<file path="config.mk">
export PLATFORM = sky130hd
export DESIGN_NAME = df_addr_seq
export DESIGN_NICKNAME = d
export VERILOG_FILES = /design/src/rtl/df_addr_seq.sv
export SDC_FILE = /design/constraint.sdc
export NUM_CORES = 1
export LEC_CHECK = 0
export CAP_MARGIN = 20
export CORE_MARGIN = 10
export CORE_UTILIZATION = 45
export CTS_CLUSTER_SIZE = 12
export DETAILED_ROUTE_END_ITERATION = 10
export GPL_ROUTABILITY_DRIVEN = 0
export GPL_TIMING_DRIVEN = 1
export HOLD_SLACK_MARGIN = 0.02
export PLACE_DENSITY_LB_ADDON = 0.12
export SKIP_CTS_REPAIR_TIMING = 1
export SLEW_MARGIN = 20
export SYNTH_ARGS = -nofsm -noshare
export SYNTH_HDL_FRONTEND = slang
export SYNTH_SLANG_ARGS = --single-unit
</file>
<file path="constraint.sdc">
create_clock -name clk -period 1.9 [get_ports clk]
set_input_delay 0.57 -clock clk [delete_from_list [all_inputs] [get_ports clk]]
set_output_delay 0.57 -clock clk [all_outputs]
set_load 0.05 [all_outputs]
</file>
<file path="src/rtl/df_addr_seq.sv">
// Multi-pass RAM address sequencer with stall, abort and a one-cycle done pulse.
// Optional macro DF_ADDR_SEQ_DOWN_EN adds a dir input for descending passes.
module df_addr_seq #(
   parameter int ADDR_W = 4,
   parameter int DEPTH  = 8,
   parameter int PASS_W = 4
) (
   input  logic              clk,
   input  logic              reset,
   input  logic              in_rdy,
   input  logic              stall,
   input  logic [PASS_W-1:0] passes,
`ifdef DF_ADDR_SEQ_DOWN_EN
   input  logic              dir,
`endif
   output logic [ADDR_W-1:0] sel,
   output logic              sel_rdy,
   output logic              last,
   output logic              done
);

   localparam logic [ADDR_W-1:0] TOP  = ADDR_W'(DEPTH - 1);
   localparam logic [ADDR_W-1:0] ONES = '1;

   typedef enum logic [1:0] {IDLE, RUN, DONE} state_t;

   state_t            state_q, state_d;
   logic [ADDR_W-1:0] sel_q, sel_d;
   logic              rdy_q, rdy_d;
   logic [PASS_W-1:0] cnt_q, cnt_d;
   logic              done_q, done_d;

   logic [ADDR_W-1:0] start_addr;
   logic [ADDR_W-1:0] wrap_addr;
   logic [ADDR_W-1:0] final_addr;
   logic [ADDR_W-1:0] step_addr;

`ifdef DF_ADDR_SEQ_DOWN_EN
   logic dir_q, dir_d;

   // start_addr uses the live dir; everything later uses the sampled copy
   always_comb begin
      start_addr = dir ? TOP : '0;
      wrap_addr  = dir_q ? TOP : '0;
      final_addr = dir_q ? '0 : TOP;
      step_addr  = dir_q ? sel_q - 1'b1 : sel_q + 1'b1;
   end
`else
   always_comb begin
      start_addr = '0;
      wrap_addr  = '0;
      final_addr = TOP;
      step_addr  = sel_q + 1'b1;
   end
`endif

   always_ff @(posedge clk or posedge reset) begin
      if (reset) begin
         state_q <= IDLE;
         sel_q   <= ONES;
         rdy_q   <= 1'b0;
         cnt_q   <= '0;
         done_q  <= 1'b0;
`ifdef DF_ADDR_SEQ_DOWN_EN
         dir_q   <= 1'b0;
`endif
      end else begin
         state_q <= state_d;
         sel_q   <= sel_d;
         rdy_q   <= rdy_d;
         cnt_q   <= cnt_d;
         done_q  <= done_d;
`ifdef DF_ADDR_SEQ_DOWN_EN
         dir_q   <= dir_d;
`endif
      end
   end

   always_comb begin
      state_d = state_q;
      sel_d   = sel_q;
      rdy_d   = rdy_q;
      cnt_d   = cnt_q;
      done_d  = 1'b0;
`ifdef DF_ADDR_SEQ_DOWN_EN
      dir_d   = dir_q;
`endif
      unique case (state_q)
         IDLE: begin
            sel_d = ONES;
            rdy_d = 1'b0;
            if (in_rdy) begin
               state_d = RUN;
               sel_d   = start_addr;
               rdy_d   = 1'b1;
               cnt_d   = passes;
`ifdef DF_ADDR_SEQ_DOWN_EN
               dir_d   = dir;
`endif
            end
         end
         RUN: begin
            // abort wins over stall; a stall-recovery cycle re-presents sel
            if (!in_rdy) begin
               state_d = IDLE;
               sel_d   = ONES;
               rdy_d   = 1'b0;
            end else if (stall) begin
               rdy_d = 1'b0;
            end else if (!rdy_q) begin
               rdy_d = 1'b1;
            end else if (sel_q != final_addr) begin
               sel_d = step_addr;
            end else if (cnt_q != '0) begin
               sel_d = wrap_addr;
               cnt_d = cnt_q - 1'b1;
            end else begin
               state_d = DONE;
               sel_d   = ONES;
               rdy_d   = 1'b0;
               done_d  = 1'b1;
            end
         end
         DONE: begin
            sel_d = ONES;
            rdy_d = 1'b0;
            if (!in_rdy) state_d = IDLE;
         end
         default: begin
            state_d = IDLE;
            sel_d   = ONES;
            rdy_d   = 1'b0;
         end
      endcase
   end

   always_comb begin
      sel     = sel_q;
      sel_rdy = rdy_q;
      last    = rdy_q && (sel_q == final_addr);
      done    = done_q;
   end

endmodule

</file>
==> flow_summary.json, run 1 <==
{
  "avgSynthCellArea_um2": 9.52,
  "hp-class": "register to register",
  "finalSetupViolCount": 1,
  "grt_antenna_before_repair": 0,
  "cp.depth": 4,
  "clk_transition_reported_paths_ns": 0.07,
  "finalSetupTns_ns": -0.194,
  "switchingPower_uw": 249,
  "syn_area_um2": 771,
  "max_freq_ghz": 0.478,
  "worstMarginPinSlew_ns": 0.451,
  "die_x_um": 61.4,
  "finalHoldViolCount": 0,
  "synthDistinctLibCells": 37,
  "cpLargestDelayFamily": "flip-flops",
  "cp_num_buf_inv": 1,
  "finClkSkew_ns": 0.000997,
  "dp_slack_ns": -0.0787,
  "via_per_inst": 5.75,
  "synth_cells": 81,
  "layout_commonest_cell": "buf_4",
  "cts_max_path_buffers": 2,
  "antenna_left": 0,
  "cts.sinks": 12,
  "dr.pass1.iters": 4,
  "p_total_uw": 782,
  "r2r-end": "state_q[1]",
  "yosys_warnings": 0,
  "cts_tree": "built",
  "cp_slowest_stage_delay_ns": 0.63,
  "placed_area_um2": 1080,
  "critPathSlowestCell": "dfstp_4",
  "seqPwrFrac_pct": 40.8,
  "initial_core_util_pct": 49.4,
  "crit_path_end_kind": "primary output",
  "final_cell_mix": "buf_4 (16), nor2_1 (9), dfrtp_1 (8)",
  "rr_startpoint": "cnt_q[0]",
  "p_sw_share_pct": 31.9,
  "die_y_um": 61.4,
  "first_global_vias": 714,
  "period_share_pct": 110,
  "crit_arrival_ns": 1.52,
  "wl_per_cell_um": 15.4,
  "ys_ff_latch": 12,
  "cap_violations": 0,
  "dieArea_um2": 3770,
  "n_antenna_cell": 0,
  "p_leak_uw": 0.000498,
  "row_count": 14,
  "combPwrFrac_pct": 33.2,
  "dp_hpwl_um": 1530,
  "drc": 0,
  "grt_usage_pct": 12.2,
  "intPower_uw": 533,
  "path_max_fanout": 2,
  "drt_iter0_markers": 24,
  "status": "finished, violations left",
  "fin_ws_ns": -0.194,
  "area_growth_pct": 45.5,
  "worstPathRequired_ns": 1.33,
  "grt-ovfl-total": 0,
  "slew_headroom_pct": 69.2,
  "maxSlewViolCount": 0,
  "fin_nets": 121,
  "cts_buffers": 3,
  "ff2ff_path_depth": 5,
  "grt_pass1_wl_um": 3450,
  "ys_seq_area_share_pct": 39.6,
  "place.port_buffers": 14,
  "p_clk_share_pct": 26.0,
  "startpoint": "sel[0]",
  "min_period_ns": 2.09,
  "violations": "negative setup slack",
  "finalWirelength_um": 1940,
  "power_per_cell_area_nw_per_um2": 697,
  "start_kind": "register",
  "rsz0062_at_grt": "true",
  "grt_max_degree": 13,
  "peakVddDrop_uv": 567,
  "ios": 15,
  "htreeDepth": 1,
  "path_cells": "ha_4, and3b_2, and2_4, buf_12",
  "drive_above_1_share_pct": 35.5,
  "r2r_slack_ns": 0.19,
  "path_class": "register to primary output",
  "synth_fp_nets": 91,
  "holdWs_ns": 0.575,
  "core_um2": 1560,
  "vias": 724,
  "final_cell_area_um2": 1120,
  "endpoint": "last",
  "clk_latency_ns": 0.27,
  "root_buffer": "clkbuf_4"
}
==> metrics by stage <==
step / util, % / std cells
after global placement: 69.5 / 122
after detailed placement: 69.5 / 122
after CTS: 71.8 / 126
after floorplan: - / 81
after global routing: 71.9 / 126
final: 71.9 / 126
==> cell usage after synthesis (all sizes together) <==
| library cell | number | area [um^2] |
|---|---|---|
| nand4 | 1 | 12.5 |
| nand3b | 1 | 20.0 |
| and2 | 1 | 6.26 |
| buf | 2 | 16.3 |
| inv | 3 | 11.3 |
| o2111ai | 1 | 8.76 |
| dfrtp | 8 | 200 |
| a221oi | 1 | 15.0 |
| nor3b | 2 | 15.0 |
| or4 | 1 | 7.51 |
| nand3 | 3 | 15.0 |
| or3b | 1 | 11.3 |
| ha | 2 | 25.0 |
| o21a | 1 | 7.51 |
| and2b | 1 | 8.76 |
| clkbuf | 1 | 3.75 |
| nor2b | 2 | 12.5 |
| a21oi | 4 | 20.0 |
| mux2i | 3 | 30.0 |
| nor3 | 4 | 20.0 |
| a21o | 2 | 15.0 |
| a31oi | 1 | 6.26 |
| and3b | 1 | 8.76 |
| o21ai | 7 | 35.0 |
| nor2 | 10 | 45.0 |
| or2b | 1 | 7.51 |
| nand2b | 2 | 12.5 |
| dfstp | 4 | 105 |
| o22ai | 1 | 6.26 |
| nor4 | 4 | 31.3 |
| a2111oi | 1 | 8.76 |
| a211oi | 2 | 15.0 |
| nand2 | 2 | 7.51 |
==> area by class of cell <==
cell class / count / area, um^2
timing repair buffer: 28 / 290
clock buffer: 4 / 36.3
inverter: 3 / 11.3
sequential: 12 / 313
multi-input combinational: 63 / 450
fill: 128 / 438
tap: 16 / 20.0
==> kinds of logic after synthesis <==
kind of cell / synth area share (%)
AND/OR/NAND/NOR: 31.3
AO/OA/AOI/OAI: 17.9
flip-flops: 39.6
buffers and inverters: 4.06
multiplexers: 3.90
adder cells (fa/ha/maj): 3.25
==> how the worst min path moves through the flow <==
stage	cells after the start	startpoint	to	slack (ns)
finish	2	cnt_q[1]	cnt_q[1]	0.57
floorplan	1	reset	cnt_q[0]	0.43
global route	2	cnt_q[1]	cnt_q[1]	0.62
global placement	2	cnt_q[1]	cnt_q[3]	0.54
CTS	2	cnt_q[1]	cnt_q[1]	0.58
detailed placement	2	cnt_q[1]	cnt_q[1]	0.56
==> metal layers <==
layer / global-route usage (%) / share of wire [%]
met1: 16.1 / 47
met2: 16.3 / 44
met3: 4.73 / 6.3
met4: 7.32 / 3.1
met5: 0 / 0
==> power by group through the flow <==
stage               registers, uW  logic (uW)  clock network [uW]
global route                  324         286                 222
detailed placement            323         260                   0
finish                        319         260                 203
global placement              321         255                   0
CTS                           318         261                 211
floorplan                     348         130                   0
==> sequential cells by signal, indices dropped and copies added (netlist names) <==
register and flops:
sel 4, state_q 2, sel_rdy 1, done 1, cnt_q 4
==> tightest hold or removal path: cells and delay by family, from the launching register on <==
| family | cells | cell delay, ns |
|---|---|---|
| buffers and inverters | 1 | 0.08 |
| DFF | 1 | 0.40 |
| muxes | 1 | 0.06 |
(Power assumes the default switching activity.)
==> inputs of run 2 (changes only) <==
GPL_ROUTABILITY_DRIVEN = 1   (was 0)
HOLD_SLACK_MARGIN = 0.15   (was 0.02)
==> results of run 2 <==
Same layout as run 1: the final DEF is identical, and so are final timing and power.
==> inputs of run 3 (changes only) <==
CORE_MARGIN = 3   (was 10)
==> flow_summary.json, run 3 (synthesized netlist as in run 1, its figures left out) <==
{
  "critPathSlowestCell": "dfstp_4",
  "dp_slack_ns": -0.0674,
  "vias": 743,
  "worstPathRequired_ns": 1.33,
  "seqPwrFrac_pct": 39.8,
  "antenna_left": 0,
  "dr_wl_met3_um": 103,
  "dp_hpwl_um": 1370,
  "cts_buffers": 3,
  "grt_usage_pct": 18.3,
  "fin_ws_ns": -0.199,
  "r2r-end": "cnt_q[3]",
  "path_cells": "ha_4, and3b_2, and2_4, buf_12",
  "rsz0062_at_grt": "true",
  "peakVddDrop_uv": 384,
  "gp_congestion": 0.784,
  "worstMarginPinSlew_ns": 0.467,
  "p_leak_uw": 0.000508,
  "die_y_um": 47.4,
  "layout_commonest_cell": "buf_4",
  "combPwrFrac_pct": 33.1,
  "rr_startpoint": "sel[1]",
  "first_global_vias": 597,
  "cp_num_buf_inv": 1,
  "cap_violations": 0,
  "hp-class": "input pin to asynchronous set/reset pin",
  "row_count": 14,
  "multi_input_area_um2": 450,
  "ios": 15,
  "htreeDepth": 1,
  "finalHoldViolCount": 0,
  "switchingPower_uw": 264,
  "crit_path_end_kind": "primary output",
  "p_clk_share_pct": 27.2,
  "power_per_cell_area_nw_per_um2": 705,
  "drive_above_1_share_pct": 36.6,
  "place.port_buffers": 14,
  "finalSetupViolCount": 1,
  "final_util_pct": 72.9,
  "met2_length_um": 795,
  "clk_latency_ns": 0.29,
  "crit_arrival_ns": 1.53,
  "final_cell_mix": "buf_4 (18), nor2_1 (9), dfrtp_1 (8)",
  "dieArea_um2": 2250,
  "cpLargestDelayFamily": "flip-flops",
  "wl_per_cell_um": 14.0,
  "wl_met1_um": 880,
  "root_buffer": "clkbuf_4",
  "maxSlewViolCount": 0,
  "core_um2": 1560,
  "finalWirelength_um": 1800,
  "drc": 0,
  "regArea_um2": 313,
  "finClkSkew_ns": 0.00613,
  "via_per_inst": 5.80,
  "violations": "negative setup slack",
  "fin_nets": 123,
  "period_share_pct": 110,
  "grt_max_degree": 13,
  "start_kind": "register",
  "r2r_slack_ns": 0.13,
  "p_sw_share_pct": 32.9,
  "max_freq_ghz": 0.476,
  "cts.sinks": 12,
  "area_growth_pct": 47.4,
  "slew_headroom_pct": 68.8,
  "min_period_ns": 2.10,
  "placed_area_um2": 1070,
  "cts_max_path_buffers": 2,
  "grt_antenna_before_repair": 0,
  "dr.pass1.iters": 4,
  "cp_slowest_stage_delay_ns": 0.64,
  "path_class": "register to primary output",
  "grt-ovfl-total": 0,
  "grt_pass1_wl_um": 2870,
  "die_x_um": 47.4,
  "status": "finished, violations left",
  "final_cell_area_um2": 1140,
  "n_antenna_cell": 0,
  "drt_iter0_markers": 13,
  "fillCellCount": 117,
  "highest_layer": "met4",
  "cts_tree": "built",
  "intPower_uw": 537,
  "path_max_fanout": 3,
  "ff2ff_path_depth": 7,
  "initial_core_util_pct": 49.4,
  "clk_transition_reported_paths_ns": 0.09
}
[run 3: cell types whose count changed in the layout (fill, tap and decap cells not counted)]
cell / change
buf_4: +2
[run 3: area by class of cell]
type	count	share of cell area, %
clock buffer	4	3.19
inverter	3	0.991
multi-input combinational	63	39.6
sequential	12	27.5
tap	16	1.76
timing repair buffer	30	26.9
[run 3: worst max path at each step]
stage	startpoint	to	slack [ns]	depth (start not counted)
global placement	stall	cnt_q[1]	-0.007	5
global route	sel[0]	last	-0.24	4
detailed placement	stall	cnt_q[1]	-0.07	5
finish	sel[1]	last	-0.20	4
CTS	sel[1]	last	-0.25	4
floorplan	sel[1]	last	-0.01	3
[run 3: per-stage QoR]
step | TNS (ns) | total power [uW] | cells | hold WS [ns]
2_1_floorplan | -0.0114 | 478 | 81 | 0.432
3_3_place_gp | -0.00907 | 573 | 120 | 0.536
3_5_place_dp | -0.162 | 578 | 120 | 0.551
4_1_cts | -0.255 | 792 | 124 | 0.574
5_1_grt | -0.243 | 836 | 128 | 0.606
6_report | -0.199 | 800 | 128 | 0.578
[run 3: power groups by stage]
| stage | Combinational, uW | Clock (uW) | Sequential (uW) |
|---|---|---|---|
| after floorplan | 130 | 0 | 348 |
| after CTS | 254 | 218 | 320 |
| after detailed placement | 253 | 0 | 325 |
| final | 265 | 217 | 319 |
| after global placement | 249 | 0 | 323 |
| after global routing | 287 | 228 | 321 |
[run 3: metal layers]
metal | up-vias | track usage, %
met3 | 5 | 3.45
met5 | - | 0
li1 | 364 | -
met2 | 22 | 25.1
met1 | 352 | 28.5
met4 | 0 | 4.97
[run 3: worst reg2reg max path: stages, from the launching register on]
cell and delay (ns):
dfstp_4 0.64, ha_4 0.12, buf_4 0.09, buf_4 0.12
nand3b_4 0.12, nor4_2 0.30, nor2_1 0.12, o22ai_1 0.17
